===== config.mk =====
export PLATFORM = sky130hd
export DESIGN_NAME = switch_port_egress_rx_flat
export DESIGN_NICKNAME = d
export VERILOG_FILES = /design/src/rtl/switch_port_egress_rx_if.sv /design/src/rtl/switch_port_egress_rx.sv /design/src/flat_wrapper.sv
export SDC_FILE = /design/constraint.sdc
export NUM_CORES = 1
export LEC_CHECK = 0
export CAP_MARGIN = 20
export CORE_ASPECT_RATIO = 1.1
export CORE_MARGIN = 1.5
export CORE_UTILIZATION = 50
export CTS_CLUSTER_SIZE = 16
export DETAILED_ROUTE_END_ITERATION = 7
export PLACE_DENSITY_LB_ADDON = 0.3
export RECOVER_POWER = 100
export SKIP_CTS_REPAIR_TIMING = 1
export SYNTH_ARGS = -nofsm -noshare
export SYNTH_HDL_FRONTEND = slang
export SYNTH_SLANG_ARGS = --single-unit

===== constraint.sdc =====
create_clock -name clk -period 9.1 [get_ports clk]
set_input_delay 1.82 -clock clk [delete_from_list [all_inputs] [get_ports clk]]
set_output_delay 1.82 -clock clk [all_outputs]
set_load 0.01 [all_outputs]

===== src/rtl/switch_port_egress_rx_if.sv =====
// ---------------------------------------------------------------------------
// switch_port_egress_rx_if
//   Bundles the two streams around one egress endpoint:
//     sw_*  : packet strobe arriving from the switch egress port. One cycle
//             per packet and no backpressure, so the endpoint must decide on
//             the spot.
//     rx_*  : FIFO head presented to the local client.
//   rx handshake: a transfer happens on a posedge where rx_valid && rx_ready.
//   While rx_valid is high and rx_ready is low, rx_source/rx_data hold steady.
//   rx_valid never depends on rx_ready.
//
//   Modports:
//     master : the environment side (drives sw_*, rx_ready)
//     slave  : the endpoint (consumes sw_*, drives rx_valid/rx_source/rx_data)
// ---------------------------------------------------------------------------
interface switch_port_egress_rx_if #(
    parameter int DATA_W = 8
);
    logic              sw_valid;
    logic [3:0]        sw_source;
    logic [3:0]        sw_target;
    logic [DATA_W-1:0] sw_data;
    logic              rx_valid;
    logic              rx_ready;
    logic [1:0]        rx_source;
    logic [DATA_W-1:0] rx_data;

    modport master (
        output sw_valid, sw_source, sw_target, sw_data, rx_ready,
        input  rx_valid, rx_source, rx_data
    );

    modport slave (
        input  sw_valid, sw_source, sw_target, sw_data, rx_ready,
        output rx_valid, rx_source, rx_data
    );
endinterface


===== src/rtl/switch_port_egress_rx.sv =====
// ---------------------------------------------------------------------------
// switch_port_egress_rx
//   Receive endpoint for one switch_4port egress port. Each packet strobe is
//   classified as BAD (wrong target, source not one-hot, or looped back from
//   this port), DROP (good but FIFO full with no pop this cycle) or ACCEPT
//   (written into the FIFO as {source index, data}). The FIFO head goes to
//   the local client over a valid/ready pair. Per-source accept counters,
//   drop/bad counters and a sticky error flag are kept for software.
//
//   Ports:
//     clk, rst     single clock; synchronous active-high reset
//     bus          switch_port_egress_rx_if.slave (sw_* in, rx_* out)
//     clr_stats    synchronous clear of all counters and err_sticky
//     fifo_level   FIFO occupancy, 0..DEPTH
//     pkt_cnt      accepted packets per source, slice [i*CNT_W +: CNT_W]
//     drop_cnt     good packets lost to a full FIFO
//     bad_cnt      packets rejected by the checks
//     err_sticky   set by any BAD or DROP event
//     fifo_state   pointer state: 0 EMPTY, 1 PARTIAL, 2 FULL
// ---------------------------------------------------------------------------
module switch_port_egress_rx #(
    parameter int PORT_ID = 0,
    parameter int DEPTH   = 4,
    parameter int DATA_W  = 8,
    parameter int CNT_W   = 16
) (
    input  logic                      clk,
    input  logic                      rst,
    switch_port_egress_rx_if.slave    bus,
    input  logic                      clr_stats,
    output logic [$clog2(DEPTH):0]    fifo_level,
    output logic [4*CNT_W-1:0]        pkt_cnt,
    output logic [CNT_W-1:0]          drop_cnt,
    output logic [CNT_W-1:0]          bad_cnt,
    output logic                      err_sticky,
    output logic [1:0]                fifo_state
);
    localparam int PTR_W = $clog2(DEPTH);
    localparam int LVL_W = PTR_W + 1;
    localparam int ENT_W = DATA_W + 2;

    localparam logic [3:0]       OWN_MASK = 4'(1 << PORT_ID);
    localparam logic [LVL_W-1:0] LVL_FULL = LVL_W'(DEPTH);
    localparam logic [CNT_W-1:0] CNT_MAX  = '1;

    localparam logic [1:0] ST_EMPTY   = 2'd0;
    localparam logic [1:0] ST_PARTIAL = 2'd1;
    localparam logic [1:0] ST_FULL    = 2'd2;

    logic [ENT_W-1:0] mem [DEPTH];
    logic [PTR_W-1:0] wr_ptr;
    logic [PTR_W-1:0] rd_ptr;
    logic [LVL_W-1:0] level;
    logic [LVL_W-1:0] level_nxt;
    logic [1:0]       state;
    logic [1:0]       state_nxt;
    logic [CNT_W-1:0] src_cnt [4];

    logic       src_one_hot;
    logic [1:0] src_idx;
    logic       is_bad;
    logic       is_drop;
    logic       push;
    logic       pop;

    function automatic logic [CNT_W-1:0] sat_inc(input logic [CNT_W-1:0] v);
        return (v == CNT_MAX) ? v : v + CNT_W'(1);
    endfunction

    // ------------------------------------------------------------------
    // Classification
    // ------------------------------------------------------------------
    always_comb begin
        src_one_hot = $onehot(bus.sw_source);
        src_idx     = 2'd0;
        case (bus.sw_source)
            4'b0010: src_idx = 2'd1;
            4'b0100: src_idx = 2'd2;
            4'b1000: src_idx = 2'd3;
            default: src_idx = 2'd0;
        endcase
    end

    always_comb begin
        pop     = (level != '0) && bus.rx_ready;
        is_bad  = bus.sw_valid &&
                  ((bus.sw_target != OWN_MASK) || !src_one_hot ||
                   (bus.sw_source == OWN_MASK));
        // A same-cycle pop frees the slot, so a full FIFO can still accept.
        is_drop = bus.sw_valid && !is_bad && (level == LVL_FULL) && !pop;
        push    = bus.sw_valid && !is_bad && !is_drop;
    end

    always_comb begin
        level_nxt = level;
        case ({push, pop})
            2'b10:   level_nxt = level + LVL_W'(1);
            2'b01:   level_nxt = level - LVL_W'(1);
            default: level_nxt = level;
        endcase
        if (level_nxt == '0) begin
            state_nxt = ST_EMPTY;
        end else if (level_nxt == LVL_FULL) begin
            state_nxt = ST_FULL;
        end else begin
            state_nxt = ST_PARTIAL;
        end
    end

    // ------------------------------------------------------------------
    // FIFO storage and pointers
    // ------------------------------------------------------------------
    always_ff @(posedge clk) begin
        if (rst) begin
            wr_ptr <= '0;
            rd_ptr <= '0;
            level  <= '0;
            state  <= ST_EMPTY;
            // Cleared so the head reads zero right after reset.
            for (int i = 0; i < DEPTH; i++) begin
                mem[i] <= '0;
            end
        end else begin
            if (push) begin
                mem[wr_ptr] <= {src_idx, bus.sw_data};
                wr_ptr      <= wr_ptr + PTR_W'(1);
            end
            if (pop) begin
                rd_ptr <= rd_ptr + PTR_W'(1);
            end
            level <= level_nxt;
            state <= state_nxt;
        end
    end

    // ------------------------------------------------------------------
    // Statistics; a clear wins over any increment in the same cycle.
    // ------------------------------------------------------------------
    always_ff @(posedge clk) begin
        if (rst || clr_stats) begin
            for (int i = 0; i < 4; i++) begin
                src_cnt[i] <= '0;
            end
            drop_cnt   <= '0;
            bad_cnt    <= '0;
            err_sticky <= 1'b0;
        end else begin
            if (push) begin
                src_cnt[src_idx] <= sat_inc(src_cnt[src_idx]);
            end
            if (is_drop) begin
                drop_cnt <= sat_inc(drop_cnt);
            end
            if (is_bad) begin
                bad_cnt <= sat_inc(bad_cnt);
            end
            if (is_bad || is_drop) begin
                err_sticky <= 1'b1;
            end
        end
    end

    // ------------------------------------------------------------------
    // Outputs
    // ------------------------------------------------------------------
    assign bus.rx_valid  = (level != '0);
    assign bus.rx_source = mem[rd_ptr][ENT_W-1 -: 2];
    assign bus.rx_data   = mem[rd_ptr][DATA_W-1:0];
    assign fifo_level    = level;
    assign fifo_state    = state;

    for (genvar g = 0; g < 4; g++) begin : g_pkt_cnt
        assign pkt_cnt[g*CNT_W +: CNT_W] = src_cnt[g];
    end
endmodule


===== src/flat_wrapper.sv =====
// flat-port wrapper written by rule: the top's interface ports become plain ports
module switch_port_egress_rx_flat 
#(
    parameter int PORT_ID = 0,
    parameter int DEPTH   = 4,
    parameter int DATA_W  = 8,
    parameter int CNT_W   = 16
)
  (clk, rst, clr_stats, fifo_level, pkt_cnt, drop_cnt, bad_cnt, err_sticky, fifo_state, bus_sw_valid, bus_sw_source, bus_sw_target, bus_sw_data, bus_rx_ready, bus_rx_valid, bus_rx_source, bus_rx_data);
  switch_port_egress_rx_if #(.DATA_W(DATA_W)) bus_i ();
  input  logic clk;
  input  logic rst;
  input  logic clr_stats;
  output logic [$clog2(DEPTH):0] fifo_level;
  output logic [4*CNT_W-1:0] pkt_cnt;
  output logic [CNT_W-1:0] drop_cnt;
  output logic [CNT_W-1:0] bad_cnt;
  output logic err_sticky;
  output logic [1:0] fifo_state;
  input wire logic [$bits(bus_i.sw_valid)-1:0] bus_sw_valid;
  input wire logic [$bits(bus_i.sw_source)-1:0] bus_sw_source;
  input wire logic [$bits(bus_i.sw_target)-1:0] bus_sw_target;
  input wire logic [$bits(bus_i.sw_data)-1:0] bus_sw_data;
  input wire logic [$bits(bus_i.rx_ready)-1:0] bus_rx_ready;
  output wire logic [$bits(bus_i.rx_valid)-1:0] bus_rx_valid;
  output wire logic [$bits(bus_i.rx_source)-1:0] bus_rx_source;
  output wire logic [$bits(bus_i.rx_data)-1:0] bus_rx_data;
  assign bus_i.sw_valid = bus_sw_valid;
  assign bus_i.sw_source = bus_sw_source;
  assign bus_i.sw_target = bus_sw_target;
  assign bus_i.sw_data = bus_sw_data;
  assign bus_i.rx_ready = bus_rx_ready;
  assign bus_rx_valid = bus_i.rx_valid;
  assign bus_rx_source = bus_i.rx_source;
  assign bus_rx_data = bus_i.rx_data;
  switch_port_egress_rx #(.PORT_ID(PORT_ID), .DEPTH(DEPTH), .DATA_W(DATA_W), .CNT_W(CNT_W)) u_core (.clk(clk), .rst(rst), .bus(bus_i), .clr_stats(clr_stats), .fifo_level(fifo_level), .pkt_cnt(pkt_cnt), .drop_cnt(drop_cnt), .bad_cnt(bad_cnt), .err_sticky(err_sticky), .fifo_state(fifo_state));
endmodule

**Yosys cells after proc, flatten, opt, wreduce, memory -nomap -nowiden**

Memories as Yosys holds them, arrays and structs flattened. A register that Yosys moved wholly into a read port is not among the register bits.
Cells that the tools add are included.

- Register bits after elaboration: 42
- RAM bits: 104
- Input port bits: 21
- Output and inout port bits: 113
- Word-level logic and storage cells: 76
- Memories: 2

Memories:

| name | words | width | rd ports | clocked after Yosys merged registers in | wr ports | line | source |
|---|---|---|---|---|---|---|---|
| u_core.src_cnt | 4 | 16 | 5 | 0 | 4 | switch_port_egress_rx.sv:57 | `logic [CNT_W-1:0] src_cnt [4];` |
| u_core.mem | 4 | 10 | 1 | 1 | 4 | switch_port_egress_rx.sv:50 | `logic [ENT_W-1:0] mem [DEPTH];` |

- Add/subtract/negate cells: 10
- Equality and inequality tests: 13
- Multiplexer cells: 21
- Bitwise operators: 2
- Reduce and logical (&&, ||, !) cells: 21

Operators with widths:

| cell | number |
|---|---|
| $add 16x1->16 const B | 3 |
| $eq 16x16->1 const B | 3 |
| $mux 16 | 2 |
| $reduce_or 16->1 | 1 |
| $mux 1 | 11 |
| $mux 10 | 1 |
| $mux 2 | 5 |
| $reduce_or 10->1 | 1 |
| $eq 3x3->1 const B | 2 |
| $logic_and 1x1->1 | 6 |
| $pmux 2 s3 | 1 |
| $pmux 3 s2 | 1 |
| $add 1x1->2 | 2 |
| $add 2x1->2 const B | 2 |
| $eq 4x1->1 const B | 1 |
| $eq 4x2->1 const B | 1 |
| $eq 4x3->1 const B | 1 |
| $eq 4x4->1 const B | 1 |
| $logic_not 1->1 | 4 |
| $logic_or 1x1->1 | 4 |
| $ne 4x1->1 const B | 1 |
| $reduce_and 2->1 | 2 |
| $add 3x1->3 const B | 1 |
| $add 3x3->3 | 1 |
| other kinds (8) | 9 |

**Longest topological paths before layout**

- Depth after elaboration: 18
- Mapped depth: 13
- Depth with buffers taken out: 13

**Least setup slack after synthesis**

OpenSTA, ideal clock, no wires.

- Path type: in2reg
- Start point: in bus_sw_source[0]
- End point: mem u_core.src_cnt[2][0], enable pin
- Setup time: 372 ps
- Arrival time: 5357 ps
- Required time: 8728 ps
- Path slack: 3371 ps
- Stages on the path: 13
- Buffers on the path: 3
- Cell sequence: inv_1 > ha_1 > ha_1 > fa_1 > or4b_4 > a2111oi_4 > nand3_1 > or3_1 > buf_2 > or3_1 > clkbuf_1 > buf_2 > nand2_1

RTL lines:

| element | line | source |
|---|---|---|
| start: declaration | flat_wrapper.sv:21 | `input wire logic [$bits(bus_i.sw_source)-1:0] bus_sw_source;` |
| end: declaration | switch_port_egress_rx.sv:57 |  |

==> impl_metrics.tcl <==
set metrics [dict create \
    drt.antenna.violating_nets 0 \
    power_frac_seq_pct 46.4 \
    relSlewSlack_pct 28.6 \
    critPathBufInv 2 \
    drt_wl_total_um 18300 \
    grt-busiest-layer "met2" \
    synth_top_area_share_pct 43.3 \
    die_x_um 118 \
    grt_max_degree 41 \
    met2_usage_pct 41.8 \
    synth-xor-area-share_pct 4.73 \
    cts_made_buffers 17 \
    yosys-top-cells-area "edfxtp_1 (43%), dfxtp_1 (12%), nor2_1 (4.2%)" \
    synthCells 648 \
    grt_pass1_vias 5671 \
    synth-main-ff-cell "edfxtp_1" \
    synth.cell_area_sq_mm 0.00722 \
    cp_max_fo 17 \
    crit_start "bus_sw_source[0]" \
    dpl_worst_slack_ps 2090 \
    finalHoldViolCount 0 \
    worstMarginPinSlew_ps 1040 \
    ioPinCount 134 \
    yosysWarnings 0 \
    dpl.hpwl_um 12800 \
    dieHeight_um 129 \
    clock_path_buffers 2 \
    clkTransAtPathRegs_ps 60 \
    ys_top_cells_by_count "edfxtp_1 (104), nor2_1 (81), nand2_1 (50), dfxtp_1 (44), a21oi_1 (42)" \
    clock_skew_ps 7.47 \
    min_path_type "reg -> reg" \
    overflow 0 \
    syn_area_per_cell_sq_um 11.1 \
    clock_latency_ps 430 \
    htreeDepth 4 \
    dieArea_sq_mm 0.0152 \
    switchingPower_uw 423 \
    total_leakage_power_nw 3.49 \
    wire_per_inst_um 18.8 \
    post-route-drc-count 0 \
    dpl_cell_area_sq_mm 0.00866 \
    synthDistinctLibCells 63 \
    cts_tree "built" \
    via_per_inst 5.88 \
    fin_crit_ps 7050 \
    internal-power_mw 1.26 \
    initial_utilization_pct 51.7 \
    met3_usage_pct 7.44 \
    ys_async_sr_fraction_pct 0 \
    synth-compound-area-share_pct 8.99 \
    critPathLaunchType "input port" \
    rows 45 \
    fin_crit_sh_pct 77.5 \
    port_buffers 133 \
    synthSimpleGateAreaFrac_pct 20.4 \
    core_sq_mm 0.0140 \
    antenna_cells 0 \
    final_area_sq_mm 0.00918 \
    drive_gt1_share_pct 6.37 \
    synth-adder-area-share_pct 2.63 \
    drt_iter0_markers 406 \
    gp_congestion 1.00 \
    criticalPathCategory "in -> reg" \
    syn_nets 683 \
    antenna_found_initial 0 \
    timing.rr.start "u_core.fifo_level[1]" \
    synthMuxAreaShare_pct 5.06 \
    status "finished clean" \
    cts_root_buf "clkbuf_16" \
    drt_pass1_iterations 5 \
    p_clk_share_pct 40.1 \
    crit_arrival_ps 7110 \
    worstPathRequired_ps 9160 \
    met1_usage_pct 30.5 \
    ir_drop_mv 0.129 \
    timing.setup.tns_ps 0 \
    end_kind "register" \
    grtUsageTotal_pct 24.8 \
    min_from "u_core.err_sticky" \
    swShare_pct 25.2 \
    critPathTopFamily "simple AND/OR/NAND/NOR gates" \
    synth_top_family_by_area "simple AND/OR/NAND/NOR gates" \
    power_density_mw_per_mm2 183 \
    fmax_mhz 142 \
    num-nets-final 808 \
    synth.most_common_cell "edfxtp_1" \
    cts_sinks 148 \
    synth-seq-area-share_pct 55.5 \
    ys_ff_latch 148 \
    drv_slew 0 \
    syn_to_final_growth_pct 27.1 \
    synth_edf_count 104 \
    via_count 5721 \
    p_comb_share_pct 13.5 \
    maxCapViolations 0 \
    rsz0062_at_grt "no" \
    fin_ws_ps 2050 \
    setup_viol 0 \
    max_stage_delay_ps 750 \
    crit_chain "dlygate4sd3_1, inv_1, ha_1, ha_1, fa_1, or4b_1, a2111oi_0, nand3_1, or3_1, or3_1, nand2_1" \
    cpMaxStageDelayCell "or3_1" \
    yosys.area.top_type "edfxtp_1" \
    grt_pass1_wl_um 29100 \
]
==> stage by stage <==
step / std cells / hold WS (ps) / power (mW) / utilization, %
after floorplan: 648 / 485 / 0.925 / -
after CTS: 971 / 501 / 1.71 / 66.1
after global placement: 940 / 463 / 1.03 / 62.0
after detailed placement: 940 / 486 / 1.04 / 62.0
after global routing: 973 / 527 / 1.74 / 65.7
final: 973 / 485 / 1.68 / 65.7
==> per-layer routing <==
metal  share of wire (%)  up-vias
met4                 1.7        0
met3                 8.0       26
met1                  40     2780
met2                  50      266
li1                    -     2649
met5                   0        -
==> final cells by class <==
cell class / count / area, sq um
sequential: 148 / 4000
clock buffer: 19 / 433
clock inverter: 12 / 133
tap: 188 / 235
fill: 1078 / 4790
multi-input combinational: 458 / 2980
inverter: 9 / 33.8
timing repair buffer: 139 / 1360
==> path summary, 6_finish.rpt <==
path                                              end  slack, ps  cells after the start
worst max-delay path            u_core.src_cnt[2][12]       2050                     11
worst min-delay path                u_core.err_sticky        490                      2
worst max register to register  u_core.src_cnt[1][15]       5490                      8
worst min register to register      u_core.err_sticky        490                      2
==> worst register-to-register path, stage by stage, from the launching register on <==
cell,delay [ps]
dfxtp_1,370
nor2_1,190
nand3b_1,230
nand3_1,300
or2_0,380
nor2_1,110
nand4_1,100
clkbuf_1,700
nand2_1,760
==> layout by cell type (no fill, tap or decap), drive strengths merged, types with 4 or more instances in the layout <==
cell type	synthesis	layout
a21oi	43	43
ha	12	12
dlygate4sd3	0	115
a32oi	8	8
or2	5	5
nand2	51	51
edfxtp	104	104
mux2i	14	14
clkinvlp	0	4
clkbuf	20	23
xor2	25	25
a31oi	5	5
nor3	9	9
mux4	10	10
dfxtp	44	44
or4	7	7
and3	11	11
nor4	10	10
and2	38	38
xnor2	14	14
clkdlybuf4s50	0	18
inv	9	11
nand3	37	37
nand4	18	18
o31ai	6	6
clkinv	0	4
nor2	85	85
or3	4	4
==> logic make-up (layout without fill, tap and decap cells) <==
logic type | Yosys count | count (layout)
and+or+nand+nor | 289 | 289
DFF | 148 | 148
AOI/OAI and AO/OA | 92 | 92
buffers and inverters | 42 | 179
xor gates and xnor gates | 39 | 39
muxes | 24 | 24
adders and majority gates | 14 | 14
==> flip-flops by register name (all words and copies together) (netlist names), named ones only <==
signal             flops
u_core.fifo_state      2
u_core.mem            40
u_core.wr_ptr          2
u_core.rd_ptr          2
u_core.drop_cnt       16
u_core.src_cnt        64
u_core.err_sticky      1
u_core.bad_cnt        16
u_core.fifo_level      3
==> power groups by stage <==
stage / logic (mW) / clock network, mW / registers [mW]
6_report: 0.228 / 0.675 / 0.781
5_1_grt: 0.248 / 0.708 / 0.786
4_1_cts: 0.245 / 0.679 / 0.782
3_5_place_dp: 0.244 / 0 / 0.795
3_3_place_gp: 0.236 / 0 / 0.793
2_1_floorplan: 0.136 / 0 / 0.790
(Power assumes the default switching activity.)
